<file path="src/rtl/uart_dft_top.sv">
// uart_dft_top: 8-N-1 UART command receiver that drives a status LED.
// The LED and the received-byte register double as a 9-bit scan chain:
//   scan_in -> led -> rx_data[7] -> ... -> rx_data[0] -> scan_out
// Optional feature macro: UART_TX_ECHO_EN (echo every valid byte on tx).
// Handshake: rx_valid is a single-cycle strobe with no ready. rx_data holds
// the byte from that cycle until the next valid byte or scan shift. A strobe
// that arrives while the transmitter is busy is dropped.
module uart_dft_top #(
    parameter int          CLKS_PER_BIT = 8,
    parameter logic [7:0]  CMD_LED_ON   = 8'hA1,
    parameter logic [7:0]  CMD_LED_OFF  = 8'hA0
) (
    input  logic clk,
    input  logic rst,
    input  logic rx,
    output logic tx,
    output logic led,
    input  logic scan_enable,
    input  logic scan_in,
    output logic scan_out
);

    localparam int             CW        = $clog2(CLKS_PER_BIT);
    localparam logic [CW-1:0]  BIT_LAST  = CW'(CLKS_PER_BIT - 1);
    localparam logic [CW-1:0]  HALF_LAST = CW'(CLKS_PER_BIT / 2 - 1);

    typedef enum logic [1:0] {RX_IDLE, RX_START, RX_DATA, RX_STOP} rx_state_t;

    rx_state_t     rx_state, rx_state_next;
    logic          rx_meta, rx_sync;
    logic [CW-1:0] rx_cnt;
    logic [2:0]    rx_idx;
    logic [7:0]    rx_shift;
    logic [7:0]    rx_data;
    logic          rx_valid;
    logic          rx_bit_done;

    assign rx_bit_done = (rx_cnt == BIT_LAST);

    // Two-flop synchronizer on the serial input; frozen while scanning.
    always_ff @(posedge clk or negedge rst) begin
        if (!rst) begin
            rx_meta <= 1'b1;
            rx_sync <= 1'b1;
        end else if (!scan_enable) begin
            rx_meta <= rx;
            rx_sync <= rx_meta;
        end
    end

    // Receiver state register; holds its state while scanning.
    always_ff @(posedge clk or negedge rst) begin
        if (!rst)
            rx_state <= RX_IDLE;
        else if (!scan_enable)
            rx_state <= rx_state_next;
    end

    // Receiver next-state: half-bit start check, then 8 mid-bit samples and a stop sample.
    always_comb begin
        rx_state_next = rx_state;
        case (rx_state)
            RX_IDLE:  if (!rx_sync) rx_state_next = RX_START;
            RX_START: if (rx_cnt == HALF_LAST) rx_state_next = rx_sync ? RX_IDLE : RX_DATA;
            RX_DATA:  if (rx_bit_done && rx_idx == 3'd7) rx_state_next = RX_STOP;
            RX_STOP:  if (rx_bit_done) rx_state_next = RX_IDLE;
            default:  rx_state_next = RX_IDLE;
        endcase
    end

    // Receiver bit timing and LSB-first deserializer.
    always_ff @(posedge clk or negedge rst) begin
        if (!rst) begin
            rx_cnt   <= '0;
            rx_idx   <= '0;
            rx_shift <= '0;
        end else if (!scan_enable) begin
            case (rx_state)
                RX_IDLE: begin
                    rx_cnt <= '0;
                    rx_idx <= '0;
                end
                RX_START: rx_cnt <= (rx_cnt == HALF_LAST) ? '0 : rx_cnt + 1'b1;
                RX_DATA: begin
                    if (rx_bit_done) begin
                        rx_cnt   <= '0;
                        rx_idx   <= rx_idx + 1'b1;
                        rx_shift <= {rx_sync, rx_shift[7:1]};
                    end else begin
                        rx_cnt <= rx_cnt + 1'b1;
                    end
                end
                RX_STOP: rx_cnt <= rx_bit_done ? '0 : rx_cnt + 1'b1;
                default: rx_cnt <= '0;
            endcase
        end
    end

    // Scan chain in scan mode; otherwise byte capture, valid strobe and LED decode.
    always_ff @(posedge clk or negedge rst) begin
        if (!rst) begin
            led      <= 1'b0;
            rx_data  <= '0;
            rx_valid <= 1'b0;
        end else if (scan_enable) begin
            led      <= scan_in;
            rx_data  <= {led, rx_data[7:1]};
            rx_valid <= 1'b0;
        end else begin
            rx_valid <= 1'b0;
            if (rx_state == RX_STOP && rx_bit_done && rx_sync) begin
                rx_data  <= rx_shift;
                rx_valid <= 1'b1;
            end
            if (rx_valid) begin
                if (rx_data == CMD_LED_ON)
                    led <= 1'b1;
                else if (rx_data == CMD_LED_OFF)
                    led <= 1'b0;
            end
        end
    end

    assign scan_out = rx_data[0];

`ifdef UART_TX_ECHO_EN
    typedef enum logic [1:0] {TX_IDLE, TX_START, TX_DATA, TX_STOP} tx_state_t;

    tx_state_t     tx_state, tx_state_next;
    logic [CW-1:0] tx_cnt;
    logic [2:0]    tx_idx;
    logic [7:0]    tx_shift;
    logic          tx_bit_done;
    logic          tx_load;

    assign tx_bit_done = (tx_cnt == BIT_LAST);
    // The last stop-bit cycle may hand straight over to a new frame.
    assign tx_load = rx_valid && (tx_state == TX_IDLE || (tx_state == TX_STOP && tx_bit_done));

    // Transmitter state register; holds its state while scanning.
    always_ff @(posedge clk or negedge rst) begin
        if (!rst)
            tx_state <= TX_IDLE;
        else if (!scan_enable)
            tx_state <= tx_state_next;
    end

    // Transmitter next-state: start, 8 data bits LSB first, stop.
    always_comb begin
        tx_state_next = tx_state;
        case (tx_state)
            TX_IDLE:  if (rx_valid) tx_state_next = TX_START;
            TX_START: if (tx_bit_done) tx_state_next = TX_DATA;
            TX_DATA:  if (tx_bit_done && tx_idx == 3'd7) tx_state_next = TX_STOP;
            TX_STOP:  if (tx_bit_done) tx_state_next = rx_valid ? TX_START : TX_IDLE;
            default:  tx_state_next = TX_IDLE;
        endcase
    end

    // Transmitter serializer; tx is a flop so it simply holds while scanning.
    always_ff @(posedge clk or negedge rst) begin
        if (!rst) begin
            tx       <= 1'b1;
            tx_cnt   <= '0;
            tx_idx   <= '0;
            tx_shift <= '0;
        end else if (!scan_enable) begin
            if (tx_load) begin
                tx       <= 1'b0;
                tx_shift <= rx_data;
                tx_cnt   <= '0;
                tx_idx   <= '0;
            end else begin
                case (tx_state)
                    TX_IDLE: begin
                        tx     <= 1'b1;
                        tx_cnt <= '0;
                    end
                    TX_START: begin
                        if (tx_bit_done) begin
                            tx     <= tx_shift[0];
                            tx_cnt <= '0;
                        end else begin
                            tx_cnt <= tx_cnt + 1'b1;
                        end
                    end
                    TX_DATA: begin
                        if (tx_bit_done) begin
                            tx_cnt <= '0;
                            tx_idx <= tx_idx + 1'b1;
                            if (tx_idx == 3'd7) begin
                                tx <= 1'b1;
                            end else begin
                                tx       <= tx_shift[1];
                                tx_shift <= {1'b0, tx_shift[7:1]};
                            end
                        end else begin
                            tx_cnt <= tx_cnt + 1'b1;
                        end
                    end
                    TX_STOP: tx_cnt <= tx_bit_done ? '0 : tx_cnt + 1'b1;
                    default: tx_cnt <= '0;
                endcase
            end
        end
    end
`else
    assign tx = 1'b1;
`endif

endmodule

</file>
<file path="config.mk">
export PLATFORM = sky130hd
export DESIGN_NAME = uart_dft_top
export DESIGN_NICKNAME = d
export VERILOG_FILES = /design/src/rtl/uart_dft_top.sv
export SDC_FILE = /design/constraint.sdc
export NUM_CORES = 1
export LEC_CHECK = 0
export CORE_MARGIN = 2
export CORE_UTILIZATION = 52
export DETAILED_ROUTE_END_ITERATION = 12
export HOLD_SLACK_MARGIN = 0.15
export PLACE_DENSITY = 0.74
export REMOVE_ABC_BUFFERS = 1
export SETUP_SLACK_MARGIN = 0.1
export SYNTH_ARGS = -nofsm -noshare
export SYNTH_HDL_FRONTEND = slang
export SYNTH_SLANG_ARGS = --single-unit
</file>
<file path="constraint.sdc">
create_clock -name clk -period 1.6 [get_ports clk]
set_input_delay 0.24 -clock clk [delete_from_list [all_inputs] [get_ports clk]]
set_output_delay 0.24 -clock clk [all_outputs]
set_load 0.01 [all_outputs]
</file>
After elaboration in Yosys (flattened, before gate mapping)
Cells that the tools add are included.
Word-level totals
  register bits: 28
  input bits: 5
  output and inout port bits: 3
  word-level logic and storage cells: 57
Operators by class
  add/subtract/negate cells: 2
  equal/unequal tests: 13
  mux-type cells: 19
  bitwise operators: 1
  reductions and logical operators: 13
Operator list (count)
  8-bit == test, second input constant: 2
  8-bit 2-to-1 mux: 2
  2-bit 2-to-1 mux: 5
  2-bit != test, second input constant: 5
  3-bit 2-to-1 mux: 3
  3-bit case mux with 3 select lines: 1
  2-bit case mux with 4 select lines: 1
  3-bit by 1-bit adder with 3-bit output, second input constant: 2
  3-bit == test, second input constant: 2
  1-bit 2-to-1 mux: 6
  3-bit case mux with 2 select lines: 1
  3-bit AND reduction: 2
  2-bit nonzero test: 3
  5-bit AND reduction: 1
  2-bit == test, second input constant: 2
  3-bit by 2-bit == test with 1-bit output, second input constant: 1
  1-bit logical AND: 3
  3-bit nonzero test: 1
  2-bit by 1-bit == test with 1-bit output, second input constant: 1
  2-bit logical NOT: 1
  2-bit AND reduction: 1
  2-bit OR reduction: 1
  1-bit inverter: 1

Depth between registers and ports, before layout
  word-level depth: 5
  gate-level depth with buffers: 6
  mapped depth without buffers: 6

Least setup slack after synthesis
No wires, ideal clock.
  path type: register to register
  from: reg rx_cnt[0]
  to: reg rx_data[1]
  setup time: 0.126 ns
  data arrival time: 1.526 ns
  required time: 1.474 ns
  path slack: -0.052 ns
  cell stages (with the launch flop): 7
  buffers on the path: 2
  clock period less this slack: 1.652 ns
  path through: dfrtp_1 > ha_1 > ha_1 > buf_2 > and4_4 > buf_6 > a221o_1
Between the ends
  cells in the longest elaborated chain, start to end: 4
Ends and longest elaborated chain
  from (decl): RTL line 31  | logic [CW-1:0] rx_cnt;
  from (signal assigned): RTL line 83  | RX_START: rx_cnt <= (rx_cnt == HALF_LAST) ? '0 : rx_cnt + 1'b1;
  from (signal assigned): RTL line 90  | rx_cnt <= rx_cnt + 1'b1;
  from (signal assigned): RTL line 93  | RX_STOP: rx_cnt <= rx_bit_done ? '0 : rx_cnt + 1'b1;
  3-bit == test: RTL line 38  | assign rx_bit_done = (rx_cnt == BIT_LAST);
  1-bit logical AND (2 in series): RTL line 111  | if (rx_state == RX_STOP && rx_bit_done && rx_sync) begin
  2-bit nonzero test (no line)
  to (signal assigned): RTL line 107  | rx_data <= {led, rx_data[7:1]};
  to (signal assigned): RTL line 112  | rx_data <= rx_shift;
  to (decl): RTL line 34  | logic [7:0] rx_data;
No other way between the ends.
A chain may end at the register's enable or synchronous reset.

Final worst setup path
  from: reg rx_cnt[0]
  to: reg rx_shift[1]
Between the ends
  cells in the longest elaborated chain, start to end: 2
Ends and longest elaborated chain
  3-bit == test: RTL line 38
  3-bit AND reduction (no line)
  to (signal assigned): RTL line 88  | rx_shift <= {rx_sync, rx_shift[7:1]};
  to (decl): RTL line 33  | logic [7:0] rx_shift;
No other way between the ends.

==> impl_metrics.yaml <==
outcome:
  status: "completed"
sta:
  skew_ns: 0.00166
  finalSetupViolCount: 0
  finalWorstSetupSlack_ns: 0.0251
  period_share_pct: 98.4
  final.min_clock_period_ns: 1.57
  final-hold-violation-count: 0
  drv_slew: 0
  max_freq_ghz: 0.635
  tns_ns: 0
  rsz0062_at_grt: "true"
detailed_routing:
  drt-total-wl_mm: 2.92
  vias: 968
  drc: 0
  antenna_left: 0
  wl_per_cell_um: 17.2
  first_pass_iters: 4
  drtIter0Drc: 23
  vias_per_cell: 5.69
floorplanning:
  die_area_mm2: 0.00309
  num_rows: 18
  placeableCoreArea_mm2: 0.00250
  initial_core_util_pct: 55.4
  fp.dieW_um: 55.6
  ios: 8
  die_y_um: 55.6
worst_setup_path:
  slowest_delay_ns: 0.43
  cp.arrival_ns: 1.81
  critPathSlowestCell: "dfrtp_1"
  path_common_cell: "ha_4"
  endpoint: "rx_shift[1]"
  crit_chain: "ha_4 > ha_4 > buf_6 > nand2_4 > nor2_8 > mux2_4"
  required_ns: 1.83
  r2r_start: "rx_cnt[0]"
  critical_path_class: "reg2reg"
  critPathMaxFanout: 8
  startpoint: "rx_cnt[0]"
  cp-start-kind: "flop"
  r2r_end: "rx_shift[1]"
  reg2reg_slack_ns: 0.03
  reg2reg_depth: 6
  endpoint_kind: "flop"
synthesis:
  yosysWarnings: 0
  ys_seq_area_share_pct: 50.8
  avgSynthCellArea_um2: 11.7
  synth_cell_type_count: 34
  synth_cells: 118
  synth.cell_area_mm2: 0.00138
  ys_seq_elements: 28
cts:
  numCtsBuffers: 3
  cts_tree: "yes"
  cts_max_path_buffers: 2
  htree_levels: 1
  root_buffer: "clkbuf_4"
  holdBufCountCts: 0
  clk_pin_slew_ns: 0.15
  clk_latency_ns: 0.33
  cts.sinks: 28
placed_design:
  placedCellCount: 159
  dp_hpwl_mm: 1.79
  pre_cts_ws_ns: -0.0762
  gp_congestion: 0.730
  io_buffers: 6
global_route:
  overflow: 0
  grt_start_max_net_pins: 21
  grt_pass1_vias: 996
  grt_usage_pct: 18.8
  antenna_found_initial: 0
  grt_pass1_wl_mm: 4.60
hold_path:
  hold_class: "in2async"
run:
  maxCapViolations: 0
power:
  power_frac_clock_pct: 22.5
  p_int_mw: 1.43
  power.switching_mw: 0.627
  power.share.sequential_pct: 45.9
  p_per_area_mw_per_mm2: 1180
  swShare_pct: 30.5
  p_leak_nw: 0.847
  p_comb_share_pct: 31.6
  peakVddDrop_uv: 1000
  power_mw: 2.06
layout:
  final_layout_size_suffix_gt1_share_pct: 40.0
  fin_nets: 153
  layout.cells.non_filler: 170
  n_fill_cell: 183
  n_antenna_cell: 0
  area_delta_synth_final_pct: 26.3
-- stage by stage --
| step | hold slack (ns) | area [um2] | utilization [%] |
|---|---|---|---|
| 6_report | 0.185 | 1750 | 69.9 |
| 5_1_grt | 0.183 | 1750 | 69.9 |
| 4_1_cts | 0.191 | 1650 | 65.9 |
| 3_5_place_dp | 0.483 | 1530 | 61.1 |
| 3_3_place_gp | 0.471 | 1530 | 61.1 |
| 2_1_floorplan | -0.0556 | 1340 | - |
-- kinds of logic (layout without fill, tap and decap cells) --
group                      Yosys count  count (layout)  share of synthesized area [%]
and+or+nand+nor                     31              31                           14.0
DFF                                 28              28                           50.8
AOI/OAI and AO/OA                   25              25                           13.7
buffers and inverters               14              36                           5.15
muxes                               12              12                           9.67
adders and majority gates            7               7                           6.33
other                                1               1                          0.271
-- worst max-delay path, delay by kind of cell (launching register included) --
family        cells  cell delay [ns]
mux               1             0.33
buf+inv           1             0.10
simple gates      2             0.30
flops             1             0.43
fa+ha+maj         2             0.33
-- state kept, by name (all words and copies together), names as in the netlist, 3 cells and up, named ones only --
signal	cells
rx_data	8
rx_cnt	3
rx_shift	8
rx_idx	3
-- worst min path at each step --
stage                    from     endpoint  cells past startpoint
floorplan                 rst    async pin                      0
global placement    rx_cnt[1]    rx_cnt[1]                      2
detailed placement  rx_cnt[1]    rx_cnt[1]                      2
CTS                       rst    rx_idx[2]                      1
global route              rst    rx_idx[2]                      1
finish                    rst  rx_state[0]                      1
-- power by group through the flow --
stage,sequential (mW),combinational [mW],clock (mW)
6_report,0.946,0.650,0.463
5_1_grt,0.960,0.721,0.510
4_1_cts,0.927,0.541,0.472
3_5_place_dp,0.927,0.490,0
3_3_place_gp,0.919,0.468,0
2_1_floorplan,0.934,0.268,0
-- layer usage --
metal	up-vias	global-route usage, %	part of all wire [%]
met5	-	0	0
met4	0	5.92	0.65
met3	2	3.49	3.5
met2	18	28.9	50
met1	485	27.0	46
li1	463	-	-
-- cell usage after synthesis --
library cell / instances / share of area [%]
or2_2: 1 / 0.45
buf_2: 3 / 1.1
a221o_1: 8 / 5.8
or2_1: 1 / 0.45
nand2_1: 8 / 2.2
buf_4: 2 / 1.1
a211o_1: 1 / 0.63
nand4_1: 1 / 0.45
conb_1: 1 / 0.27
nor3b_1: 1 / 0.54
nand3_1: 1 / 0.36
nand2b_1: 3 / 1.4
a41oi_1: 1 / 0.63
dfrtp_1: 26 / 47
nor4bb_1: 1 / 0.72
nor2_8: 1 / 1.4
o22ai_1: 2 / 0.90
a22o_1: 3 / 1.9
dfstp_2: 2 / 3.8
o21ai_0: 6 / 2.2
nor4b_1: 1 / 0.63
nor2b_1: 1 / 0.45
ha_1: 7 / 6.3
nor2_1: 2 / 0.54
mux2_2: 10 / 8.1
and4_4: 1 / 0.81
inv_1: 7 / 1.9
mux2_1: 1 / 0.81
clkbuf_1: 1 / 0.27
a21oi_1: 1 / 0.36
and2_1: 8 / 3.6
buf_6: 1 / 0.81
a31oi_1: 3 / 1.4
mux2i_1: 1 / 0.72
-- layout make-up --
| type | instances | area, um2 | area share (%) |
|---|---|---|---|
| flip-flops and latches | 28 | 703 | 40.2 |
| clock buffers | 3 | 22.5 | 1.29 |
| well taps | 30 | 37.5 | 2.15 |
| repair buffers | 25 | 211 | 12.1 |
| clock inverters | 1 | 30.0 | 1.72 |
| multi-input cells | 76 | 717 | 41.0 |
| inverters | 7 | 26.3 | 1.50 |
-- cells in the final DEF, fill, tap and decap left out, types with 2 or more instances in the layout --
master and count:
nand2_1 7, ha_2 2, dfstp_2 2, a22o_1 3, buf_4 17, a31oi_1 3
buf_6 2, inv_1 6, ha_1 3, nor2_1 2, a221o_1 8, and2_4 8
ha_4 2, mux2_4 9, mux2_2 2, o21ai_0 4, clkdlybuf4s50_1 4, dfrtp_1 26
nand2b_1 3, o22ai_1 2, clkbuf_4 3
-- timing repair --
action / 4_1_cts / 5_1_grt
gates cloned: 0 / 0
setup endpoints to repair: 21 / 20
pin swaps: 2 / 5
buffers inserted: 4 / 3
hold endpoints to repair: 0 / 0
gates resized for setup: 10 / 25
Power figures use the tool's default switching activity.
